<file path="config.mk">
export PLATFORM = sky130hd
export DESIGN_NAME = pipeline_hazard_ctrl_flat
export DESIGN_NICKNAME = d
export VERILOG_FILES = /design/src/rtl/pipeline_hazard_ctrl_if.sv /design/src/rtl/pipeline_hazard_ctrl.sv /design/src/flat_wrapper.sv
export SDC_FILE = /design/constraint.sdc
export NUM_CORES = 1
export LEC_CHECK = 0
export ABC_AREA = 1
export ABC_CLOCK_PERIOD_IN_PS = 4300
export BUFFER_PORTS_ARGS = -buffer_cell sky130_fd_sc_hd__buf_2
export CAP_MARGIN = 10
export CORE_MARGIN = 10
export CORE_UTILIZATION = 45
export DETAILED_ROUTE_END_ITERATION = 10
export GPL_TIMING_DRIVEN = 1
export PLACE_DENSITY = 0.72
export SLEW_MARGIN = 20
export SYNTH_ARGS = -nofsm -noshare
export SYNTH_HDL_FRONTEND = slang
export SYNTH_SLANG_ARGS = --single-unit
</file>
<file path="constraint.sdc">
create_clock -name CLK -period 4.3 [get_ports CLK]
set_clock_uncertainty 0.15 [all_clocks]
set_input_delay 1.075 -clock CLK [delete_from_list [all_inputs] [get_ports CLK]]
set_output_delay 1.075 -clock CLK [all_outputs]
set_load 0.03 [all_outputs]
</file>
<file path="src/rtl/pipeline_hazard_ctrl_if.sv">
// Hazard-controller bundle: pipeline stage register/control fields in,
// pipeline enables/flushes, forwarding selects and status out.
//   master : pipeline datapath side (drives stage info, sees control)
//   slave  : hazard controller side
interface pipeline_hazard_ctrl_if #(
  parameter int unsigned CNT_W = 32
);
  logic [4:0]       id_rn;
  logic [4:0]       id_rm;
  logic             id_uses_rn;
  logic             id_uses_rm;
  logic [4:0]       ex_rn;
  logic [4:0]       ex_rm;
  logic [4:0]       ex_rd;
  logic             ex_regwrite;
  logic             ex_memread;
  logic             ex_branch_taken;
  logic [4:0]       mem_rd;
  logic             mem_regwrite;
  logic [4:0]       wb_rd;
  logic             wb_regwrite;
  logic             dmem_busy;
  logic             pc_write;
  logic             ifid_write;
  logic             ifid_flush;
  logic             idex_bubble;
  logic             pipe_hold;
  logic [1:0]       fwd_a;
  logic [1:0]       fwd_b;
  logic             mem_err;
  logic [CNT_W-1:0] stall_cycles;
  logic [CNT_W-1:0] flush_count;

  modport master (
    output id_rn, id_rm, id_uses_rn, id_uses_rm,
           ex_rn, ex_rm, ex_rd, ex_regwrite, ex_memread, ex_branch_taken,
           mem_rd, mem_regwrite, wb_rd, wb_regwrite, dmem_busy,
    input  pc_write, ifid_write, ifid_flush, idex_bubble, pipe_hold,
           fwd_a, fwd_b, mem_err, stall_cycles, flush_count
  );

  modport slave (
    input  id_rn, id_rm, id_uses_rn, id_uses_rm,
           ex_rn, ex_rm, ex_rd, ex_regwrite, ex_memread, ex_branch_taken,
           mem_rd, mem_regwrite, wb_rd, wb_regwrite, dmem_busy,
    output pc_write, ifid_write, ifid_flush, idex_bubble, pipe_hold,
           fwd_a, fwd_b, mem_err, stall_cycles, flush_count
  );
endinterface

</file>
<file path="src/rtl/pipeline_hazard_ctrl.sv">
// Central hazard/stall controller for the 5-stage pipeline: load-use bubble,
// taken-branch squash, EX operand forwarding, dmem-busy freeze with sticky
// timeout error, and saturating stall/flush counters.
// Ports:
//   CLK    : clock, rising edge
//   resetl : synchronous active-low reset
//   hz     : controller side of pipeline_hazard_ctrl_if (stage info in,
//            enables/flush/bubble/hold, fwd_a/fwd_b, mem_err, counters out)
// Control outputs are combinational so they act on the same clock edge.
module pipeline_hazard_ctrl #(
  parameter int unsigned MEM_TIMEOUT = 16,
  parameter int unsigned CNT_W       = 32
) (
  input  logic                  CLK,
  input  logic                  resetl,
  pipeline_hazard_ctrl_if.slave hz
);

  localparam int unsigned        BUSY_W    = 8;
  localparam logic [BUSY_W-1:0]  BUSY_LAST = BUSY_W'(MEM_TIMEOUT - 1);
  localparam logic [4:0]         XZR       = 5'd31;

  typedef enum logic [1:0] {ST_RUN, ST_WAIT, ST_ERR} state_t;

  state_t             state, state_nxt;
  logic [BUSY_W-1:0]  busy_cnt, busy_cnt_nxt;
  logic               mem_err, mem_err_nxt;
  logic [CNT_W-1:0]   stall_cycles, flush_count;

  logic               lu_c;
  logic               flush_apply_c;
  logic               pc_write_c, ifid_write_c, ifid_flush_c, idex_bubble_c, pipe_hold_c;
  logic [1:0]         fwd_a_c, fwd_b_c;

  // ex_regwrite carries no hazard information for this controller
  logic               unused_ok;
  assign unused_ok = hz.ex_regwrite;

  // Forwarding select for one EX source; MEM beats WB, XZR never forwards
  function automatic logic [1:0] fwd_sel(input logic [4:0] src,
                                         input logic       m_we, input logic [4:0] m_rd,
                                         input logic       w_we, input logic [4:0] w_rd);
    if (m_we && (m_rd != XZR) && (m_rd == src))      return 2'b10;
    else if (w_we && (w_rd != XZR) && (w_rd == src)) return 2'b01;
    else                                             return 2'b00;
  endfunction

  // Load in EX whose destination feeds the ID instruction
  assign lu_c = hz.ex_memread && (hz.ex_rd != XZR) &&
                ((hz.id_uses_rn && (hz.id_rn == hz.ex_rd)) ||
                 (hz.id_uses_rm && (hz.id_rm == hz.ex_rd)));

  // Prioritised pipeline control
  always_comb begin
    pc_write_c    = 1'b0;
    ifid_write_c  = 1'b0;
    ifid_flush_c  = 1'b0;
    idex_bubble_c = 1'b0;
    pipe_hold_c   = 1'b0;
    flush_apply_c = 1'b0;
    fwd_a_c       = 2'b00;
    fwd_b_c       = 2'b00;
    if (!resetl) begin
      ifid_flush_c  = 1'b1;
      idex_bubble_c = 1'b1;
    end else begin
      fwd_a_c = fwd_sel(hz.ex_rn, hz.mem_regwrite, hz.mem_rd, hz.wb_regwrite, hz.wb_rd);
      fwd_b_c = fwd_sel(hz.ex_rm, hz.mem_regwrite, hz.mem_rd, hz.wb_regwrite, hz.wb_rd);
      if ((state == ST_ERR) || hz.dmem_busy) begin
        // freeze: pending branch/load-use replays once memory is ready
        pipe_hold_c = 1'b1;
      end else if (hz.ex_branch_taken) begin
        pc_write_c    = 1'b1;
        ifid_write_c  = 1'b1;
        ifid_flush_c  = 1'b1;
        idex_bubble_c = 1'b1;
        flush_apply_c = 1'b1;
      end else if (lu_c) begin
        idex_bubble_c = 1'b1;
      end else begin
        pc_write_c   = 1'b1;
        ifid_write_c = 1'b1;
      end
    end
  end

  // Memory-wait tracking: RUN -> WAIT on busy, ERR after MEM_TIMEOUT busy cycles
  always_comb begin
    state_nxt    = state;
    busy_cnt_nxt = busy_cnt;
    mem_err_nxt  = mem_err;
    case (state)
      ST_RUN: begin
        if (hz.dmem_busy) begin
          state_nxt    = ST_WAIT;
          busy_cnt_nxt = BUSY_W'(1);
        end
      end
      ST_WAIT: begin
        if (!hz.dmem_busy) begin
          state_nxt    = ST_RUN;
          busy_cnt_nxt = '0;
        end else if (busy_cnt == BUSY_LAST) begin
          state_nxt   = ST_ERR;
          mem_err_nxt = 1'b1;
        end else begin
          busy_cnt_nxt = busy_cnt + BUSY_W'(1);
        end
      end
      ST_ERR:  state_nxt = ST_ERR;
      default: state_nxt = ST_RUN;
    endcase
  end

  // State, sticky error and saturating counters
  always_ff @(posedge CLK) begin
    if (!resetl) begin
      state        <= ST_RUN;
      busy_cnt     <= '0;
      mem_err      <= 1'b0;
      stall_cycles <= '0;
      flush_count  <= '0;
    end else begin
      state    <= state_nxt;
      busy_cnt <= busy_cnt_nxt;
      mem_err  <= mem_err_nxt;
      if (!pc_write_c && (stall_cycles != '1)) stall_cycles <= stall_cycles + CNT_W'(1);
      if (flush_apply_c && (flush_count != '1)) flush_count <= flush_count + CNT_W'(1);
    end
  end

  assign hz.pc_write     = pc_write_c;
  assign hz.ifid_write   = ifid_write_c;
  assign hz.ifid_flush   = ifid_flush_c;
  assign hz.idex_bubble  = idex_bubble_c;
  assign hz.pipe_hold    = pipe_hold_c;
  assign hz.fwd_a        = fwd_a_c;
  assign hz.fwd_b        = fwd_b_c;
  assign hz.mem_err      = mem_err;
  assign hz.stall_cycles = stall_cycles;
  assign hz.flush_count  = flush_count;

endmodule

</file>
<file path="src/flat_wrapper.sv">
// flat-port wrapper written by rule: the top's interface ports become plain ports
module pipeline_hazard_ctrl_flat 
#(
  parameter int unsigned MEM_TIMEOUT = 16,
  parameter int unsigned CNT_W       = 32
)
  (CLK, resetl, hz_id_rn, hz_id_rm, hz_id_uses_rn, hz_id_uses_rm, hz_ex_rn, hz_ex_rm, hz_ex_rd, hz_ex_regwrite, hz_ex_memread, hz_ex_branch_taken, hz_mem_rd, hz_mem_regwrite, hz_wb_rd, hz_wb_regwrite, hz_dmem_busy, hz_pc_write, hz_ifid_write, hz_ifid_flush, hz_idex_bubble, hz_pipe_hold, hz_fwd_a, hz_fwd_b, hz_mem_err, hz_stall_cycles, hz_flush_count);
  pipeline_hazard_ctrl_if #(.CNT_W(CNT_W)) hz_i ();
  input  logic CLK;
  input  logic resetl;
  input wire logic [$bits(hz_i.id_rn)-1:0] hz_id_rn;
  input wire logic [$bits(hz_i.id_rm)-1:0] hz_id_rm;
  input wire logic [$bits(hz_i.id_uses_rn)-1:0] hz_id_uses_rn;
  input wire logic [$bits(hz_i.id_uses_rm)-1:0] hz_id_uses_rm;
  input wire logic [$bits(hz_i.ex_rn)-1:0] hz_ex_rn;
  input wire logic [$bits(hz_i.ex_rm)-1:0] hz_ex_rm;
  input wire logic [$bits(hz_i.ex_rd)-1:0] hz_ex_rd;
  input wire logic [$bits(hz_i.ex_regwrite)-1:0] hz_ex_regwrite;
  input wire logic [$bits(hz_i.ex_memread)-1:0] hz_ex_memread;
  input wire logic [$bits(hz_i.ex_branch_taken)-1:0] hz_ex_branch_taken;
  input wire logic [$bits(hz_i.mem_rd)-1:0] hz_mem_rd;
  input wire logic [$bits(hz_i.mem_regwrite)-1:0] hz_mem_regwrite;
  input wire logic [$bits(hz_i.wb_rd)-1:0] hz_wb_rd;
  input wire logic [$bits(hz_i.wb_regwrite)-1:0] hz_wb_regwrite;
  input wire logic [$bits(hz_i.dmem_busy)-1:0] hz_dmem_busy;
  output wire logic [$bits(hz_i.pc_write)-1:0] hz_pc_write;
  output wire logic [$bits(hz_i.ifid_write)-1:0] hz_ifid_write;
  output wire logic [$bits(hz_i.ifid_flush)-1:0] hz_ifid_flush;
  output wire logic [$bits(hz_i.idex_bubble)-1:0] hz_idex_bubble;
  output wire logic [$bits(hz_i.pipe_hold)-1:0] hz_pipe_hold;
  output wire logic [$bits(hz_i.fwd_a)-1:0] hz_fwd_a;
  output wire logic [$bits(hz_i.fwd_b)-1:0] hz_fwd_b;
  output wire logic [$bits(hz_i.mem_err)-1:0] hz_mem_err;
  output wire logic [$bits(hz_i.stall_cycles)-1:0] hz_stall_cycles;
  output wire logic [$bits(hz_i.flush_count)-1:0] hz_flush_count;
  assign hz_i.id_rn = hz_id_rn;
  assign hz_i.id_rm = hz_id_rm;
  assign hz_i.id_uses_rn = hz_id_uses_rn;
  assign hz_i.id_uses_rm = hz_id_uses_rm;
  assign hz_i.ex_rn = hz_ex_rn;
  assign hz_i.ex_rm = hz_ex_rm;
  assign hz_i.ex_rd = hz_ex_rd;
  assign hz_i.ex_regwrite = hz_ex_regwrite;
  assign hz_i.ex_memread = hz_ex_memread;
  assign hz_i.ex_branch_taken = hz_ex_branch_taken;
  assign hz_i.mem_rd = hz_mem_rd;
  assign hz_i.mem_regwrite = hz_mem_regwrite;
  assign hz_i.wb_rd = hz_wb_rd;
  assign hz_i.wb_regwrite = hz_wb_regwrite;
  assign hz_i.dmem_busy = hz_dmem_busy;
  assign hz_pc_write = hz_i.pc_write;
  assign hz_ifid_write = hz_i.ifid_write;
  assign hz_ifid_flush = hz_i.ifid_flush;
  assign hz_idex_bubble = hz_i.idex_bubble;
  assign hz_pipe_hold = hz_i.pipe_hold;
  assign hz_fwd_a = hz_i.fwd_a;
  assign hz_fwd_b = hz_i.fwd_b;
  assign hz_mem_err = hz_i.mem_err;
  assign hz_stall_cycles = hz_i.stall_cycles;
  assign hz_flush_count = hz_i.flush_count;
  pipeline_hazard_ctrl #(.MEM_TIMEOUT(MEM_TIMEOUT), .CNT_W(CNT_W)) u_core (.CLK(CLK), .resetl(resetl), .hz(hz_i));
endmodule
</file>
Word level (Yosys, flattened, before mapping)
Index checks and enable logic that the tools add are counted.
{"block": "op_classes", "n_addsub": 3, "n_eq_ne": 17, "shift": 0, "multipliers": 0, "reduce_logical": 20, "bitwise": 0, "muxes": 28, "n_div": 0, "order_cmp": 0}
{"operator": "32-bit by 1-bit adder with 32-bit output (second input constant)", "n": 2}
{"operator": "32-bit inequality test (second input constant)", "n": 2}
{"operator": "5-bit equality test", "n": 6}
{"operator": "8-bit 2-to-1 mux", "n": 3}
{"operator": "1-bit 2-to-1 mux", "n": 16}
{"operator": "8-bit case mux with 2 select lines", "n": 1}
{"operator": "5-bit inequality test (second input constant)", "n": 3}
{"operator": "2-bit 2-to-1 mux", "n": 7}
{"operator": "1-bit logical AND", "n": 12}
{"operator": "8-bit by 1-bit adder with 8-bit output (second input constant)", "n": 1}
{"operator": "8-bit by 4-bit equality test with 1-bit output (second input constant)", "n": 1}
{"operator": "2-bit case mux with 3 select lines", "n": 1}
{"operator": "3-bit AND reduction", "n": 2}
{"operator": "3-bit by 2-bit inequality test with 1-bit output (second input constant)", "n": 1}
{"operator": "3-bit inequality test (second input constant)", "n": 1}
{"operator": "2-bit by 1-bit equality test with 1-bit output (second input constant)", "n": 1}
{"operator": "2-bit equality test (second input constant)", "n": 1}
{"operator": "2-bit logical NOT", "n": 1}
{"operator": "1-bit logical OR", "n": 2}
{"operator": "2-bit inequality test (second input constant)", "n": 1}
{"operator": "2-bit AND reduction", "n": 1}
{"operator": "2-bit nonzero test", "n": 1}
{"operator": "1-bit logical NOT", "n": 1}
{"block": "totals", "latchBits": 0, "ff_bits": 75, "in_bits": 45, "output_inout_bits": 74, "mem_bits_rw": 0, "wordCells": 73, "mem_count": 0, "mem_bits_ro": 0}

Logic depth before layout (Yosys ltp)
{"block": "logic_depth", "depth_word": 10, "depth_mapped": 13, "mapped_depth_nobuf": 12}

Least setup slack after synthesis
OpenSTA, ideal clock, no wires.
{"block": "synth_timing", "path_kind": "input to output", "startpoint": "in hz_ex_rd[4]", "endpoint": "out hz_pc_write", "slack_ns": 0.828, "arrival_time_ns": 2.247, "required_time_ns": 3.075, "stages": 12, "path_cell_list": "inv_1 nand2_1 nand2_1 nor2_1 nand3_1 nand2_1 nand3_1 nand2_1 buf_4 buf_4 inv_1 buf_4"}
{"block": "synth_between", "elab_chain_len": 8}
{"element": "start, declared", "line_no": "flat_wrapper.sv:17", "rtl": "input wire logic [$bits(hz_i.ex_rd)-1:0] hz_ex_rd;"}
{"element": "5-bit equality test (on tied branches)", "line_no": "pipeline_hazard_ctrl.sv:50, pipeline_hazard_ctrl.sv:51"}
{"element": "1-bit logical AND (on tied branches)", "line_no": "pipeline_hazard_ctrl.sv:50, pipeline_hazard_ctrl.sv:51"}
{"element": "1-bit logical OR", "line_no": "pipeline_hazard_ctrl.sv:50", "rtl": "((hz.id_uses_rn && (hz.id_rn == hz.ex_rd)) ||"}
{"element": "1-bit logical AND (*)", "line_no": "pipeline_hazard_ctrl.sv:49", "rtl": "assign lu_c = hz.ex_memread && (hz.ex_rd != XZR) &&"}
{"element": "1-bit 2-to-1 mux (*) (4 in series)"}
{"element": "end, declared", "line_no": "flat_wrapper.sv:26", "rtl": "output wire logic [$bits(hz_i.pc_write)-1:0] hz_pc_write;"}
Every way passes the cells marked *; elsewhere a longest branch is shown, timed or not.

Worst setup path after layout
{"block": "layout_timing", "startpoint": "in resetl", "endpoint": "out hz_pc_write"}
{"block": "layout_between", "elab_chain_len": 1}
{"element": "start, declared", "line_no": "flat_wrapper.sv:10", "rtl": "input logic resetl;"}
{"element": "1-bit 2-to-1 mux", "line_no": "pipeline_hazard_ctrl.sv:63", "rtl": "if (!resetl) begin"}
No other way between the ends.

==> results.cfg <==
[global_routing]
antenna_found_initial = 0
grt_pass1_wl_um = 22800
grt_remaining_overflow = 0
grt_pass1_vias = 4927
gr-usage-all-layers_pct = 17.1
grt_max_degree = 65

[layout]
utilization_pct = 53.4
drive_above_1_share_pct = 18.4
diodes = 0
area_growth_pct = 16.8
layout_common_cells = 223 x nand2_1, 131 x nor2_1, 117 x buf_2
nets = 955
layout_commonest_cell = nand2_1

[critical_path]
arrival_ps = 2120
worst_ep_required_time_ps = 3070
worst_setup_path_end_kind = output port
crit_path_start_kind = input port
cp_max_fo = 10
worst-setup-path-type = input port to output port

[clock_network]
clk_latency_ps = 360
clk_pin_slew_ps = 70
holdBufCountCts = 0
cts_resized = 0
cts_tree = built
cts-buffers-inserted = 9
ctsHtreeMaxLevel = 3
cts-root-buf = clkbuf_8
cts.sinks = 75
postCtsSetupBuffers = 0
cts_max_path_buffers = 2

[sta]
setup_viol_count_final = 0
rsz0062_at_grt = false
fin_crit_sh_pct = 77.8
setup_tns_ps = 0
hold_violations = 0
drv_slew = 0
tightest_slew_ps = 565
clock.fmax_mhz = 299
min_period_ps = 3340
max-slew-margin-rel_pct = 62.3

[routing]
routed.top_layer = met4
via_count = 5186
avgViaCountPerCell = 4.93
drtPass1Iterations = 4
m1WireLength_um = 6050
routed_wl_um = 13400
met3_length_um = 1080
wl_met2_um = 6080
route.detailed.wl_per_inst_um = 12.7
drt_iter0_markers = 440
drc = 0
drtAntennaViolNets = 0

[hold_path]
hp-class = flip-flop to flip-flop

[power_and_ir_drop]
p_leak_nw = 2.61
powerDensity_nw_per_um2 = 248
peakVddDrop_uv = 156

[floorplanning]
initial_utilization_pct = 45.7
die_w_um = 124
core_area_um2 = 10700
die_h_um = 124
rows = 38
dieArea_um2 = 15500
io-pin-count = 119

[synth]
yosysSeqAreaShare_pct = 30.6
avgSynthCellArea_um2 = 6.14
synth_compound_area_share_pct = 8.72
synth_flop_cell = dfxtp_1
synth-xor-area-share_pct = 6.78
ys_async_sr_fraction_pct = 0
synth_seq_cells = 75
synth_cell_types = 34
netlist_instances = 800
synth_edf_count = 0
synth_fa_ha_area_share_pct = 0.765
synth-simple-area-share_pct = 42.8
yosys_warnings = 0
synth_top_family_by_area = simple AND/OR/NAND/NOR gates
synth_nets = 848
syn_area_um2 = 4910
synthMuxAreaShare_pct = 0

[status]
status = complete, no violations

[placed_design]
globalplace.congestion = 0.895
hpwl_um = 10200
portBuffers = 117

[flow_run]
cap_violations = 0
[cells in the mapped netlist, types with 2 or more instances]
cell type / n / area share (%)
a21oi_1: 56 / 5.7
a21oi_2: 5 / 0.89
and2_1: 2 / 0.25
buf_2: 7 / 0.71
buf_4: 7 / 1.1
buf_6: 4 / 0.92
clkbuf_1: 6 / 0.46
dfxtp_1: 75 / 31
ha_1: 3 / 0.76
inv_1: 89 / 6.8
inv_2: 5 / 0.38
nand2_1: 224 / 17
nand2_2: 3 / 0.38
nand3_1: 66 / 6.7
nand3_2: 4 / 0.82
nand4_1: 19 / 2.4
nor2_1: 131 / 10
nor2_2: 8 / 1.0
nor3_1: 19 / 1.9
nor3_2: 4 / 0.82
nor4_1: 3 / 0.38
o21a_1: 2 / 0.31
o21ai_0: 7 / 0.71
o21ai_1: 4 / 0.41
or2_2: 2 / 0.25
xnor2_1: 12 / 2.1
xor2_1: 26 / 4.6
[worst max-delay path, cell delays in order]
cell	delay [ps]
buf_2	240
inv_1	230
nor2_1	170
nand2_2	90
inv_1	100
buf_2	210
[area by class of cell]
class / count / area, um^2
inverter: 94 / 353
timing repair buffer: 120 / 608
clock inverter: 2 / 35.0
multi-input combinational: 607 / 2900
clock buffer: 13 / 159
tap: 140 / 175
fill: 1184 / 5010
sequential: 75 / 1500
[where the power goes]
| group | switching, W | total (W) | internal, W |
|---|---|---|---|
| combinational | 0.000104 | 0.000158 | 0.0000545 |
| clock | 0.000259 | 0.000555 | 0.000296 |
| sequential | 0.00000639 | 0.000707 | 0.000700 |
[layer usage]
| metal | track usage, % | vias up |
|---|---|---|
| met5 | 0 | - |
| met4 | 5.00 | 0 |
| met1 | 20.4 | 2285 |
| met2 | 27.8 | 141 |
| li1 | - | 2745 |
| met3 | 6.81 | 15 |
[stage by stage]
stage	setup slack, ps	cell area, um^2	hold WS (ps)	power [W]	instances
6_report	956	5730	338	0.00142	1051
3_3_place_gp	963	5540	301	0.000880	1036
3_5_place_dp	946	5540	327	0.000882	1036
4_1_cts	933	5730	342	0.00144	1051
2_1_floorplan	828	4910	306	0.000833	800
5_1_grt	840	5730	359	0.00150	1051
[logic make-up after synthesis]
group	Yosys count
flip-flops	75
AND/OR/NAND/NOR	488
XOR/XNOR	38
AO/OA/AOI/OAI	78
buffers and inverters	118
adder cells (fa/ha/maj)	3
[flip-flops by register name, summed over array words and instances (netlist names)]
| register | cells |
|---|---|
| u_core.hz.stall_cycles | 32 |
| u_core.hz.flush_count | 32 |
| u_core.busy_cnt | 8 |
| u_core.state | 2 |
| u_core.hz.mem_err | 1 |
[final timing paths]
kind                         endpoint  slack, ps                startpoint  cells past startpoint
max                       hz_pc_write        960                    resetl                      6
min                 u_core.hz.mem_err        340         u_core.hz.mem_err                      2
max reg2reg  u_core.hz.flush_count[3]       1970  u_core.hz.flush_count[1]                     12
min reg2reg         u_core.hz.mem_err        340         u_core.hz.mem_err                      2
Power figures use the tool's default switching activity.
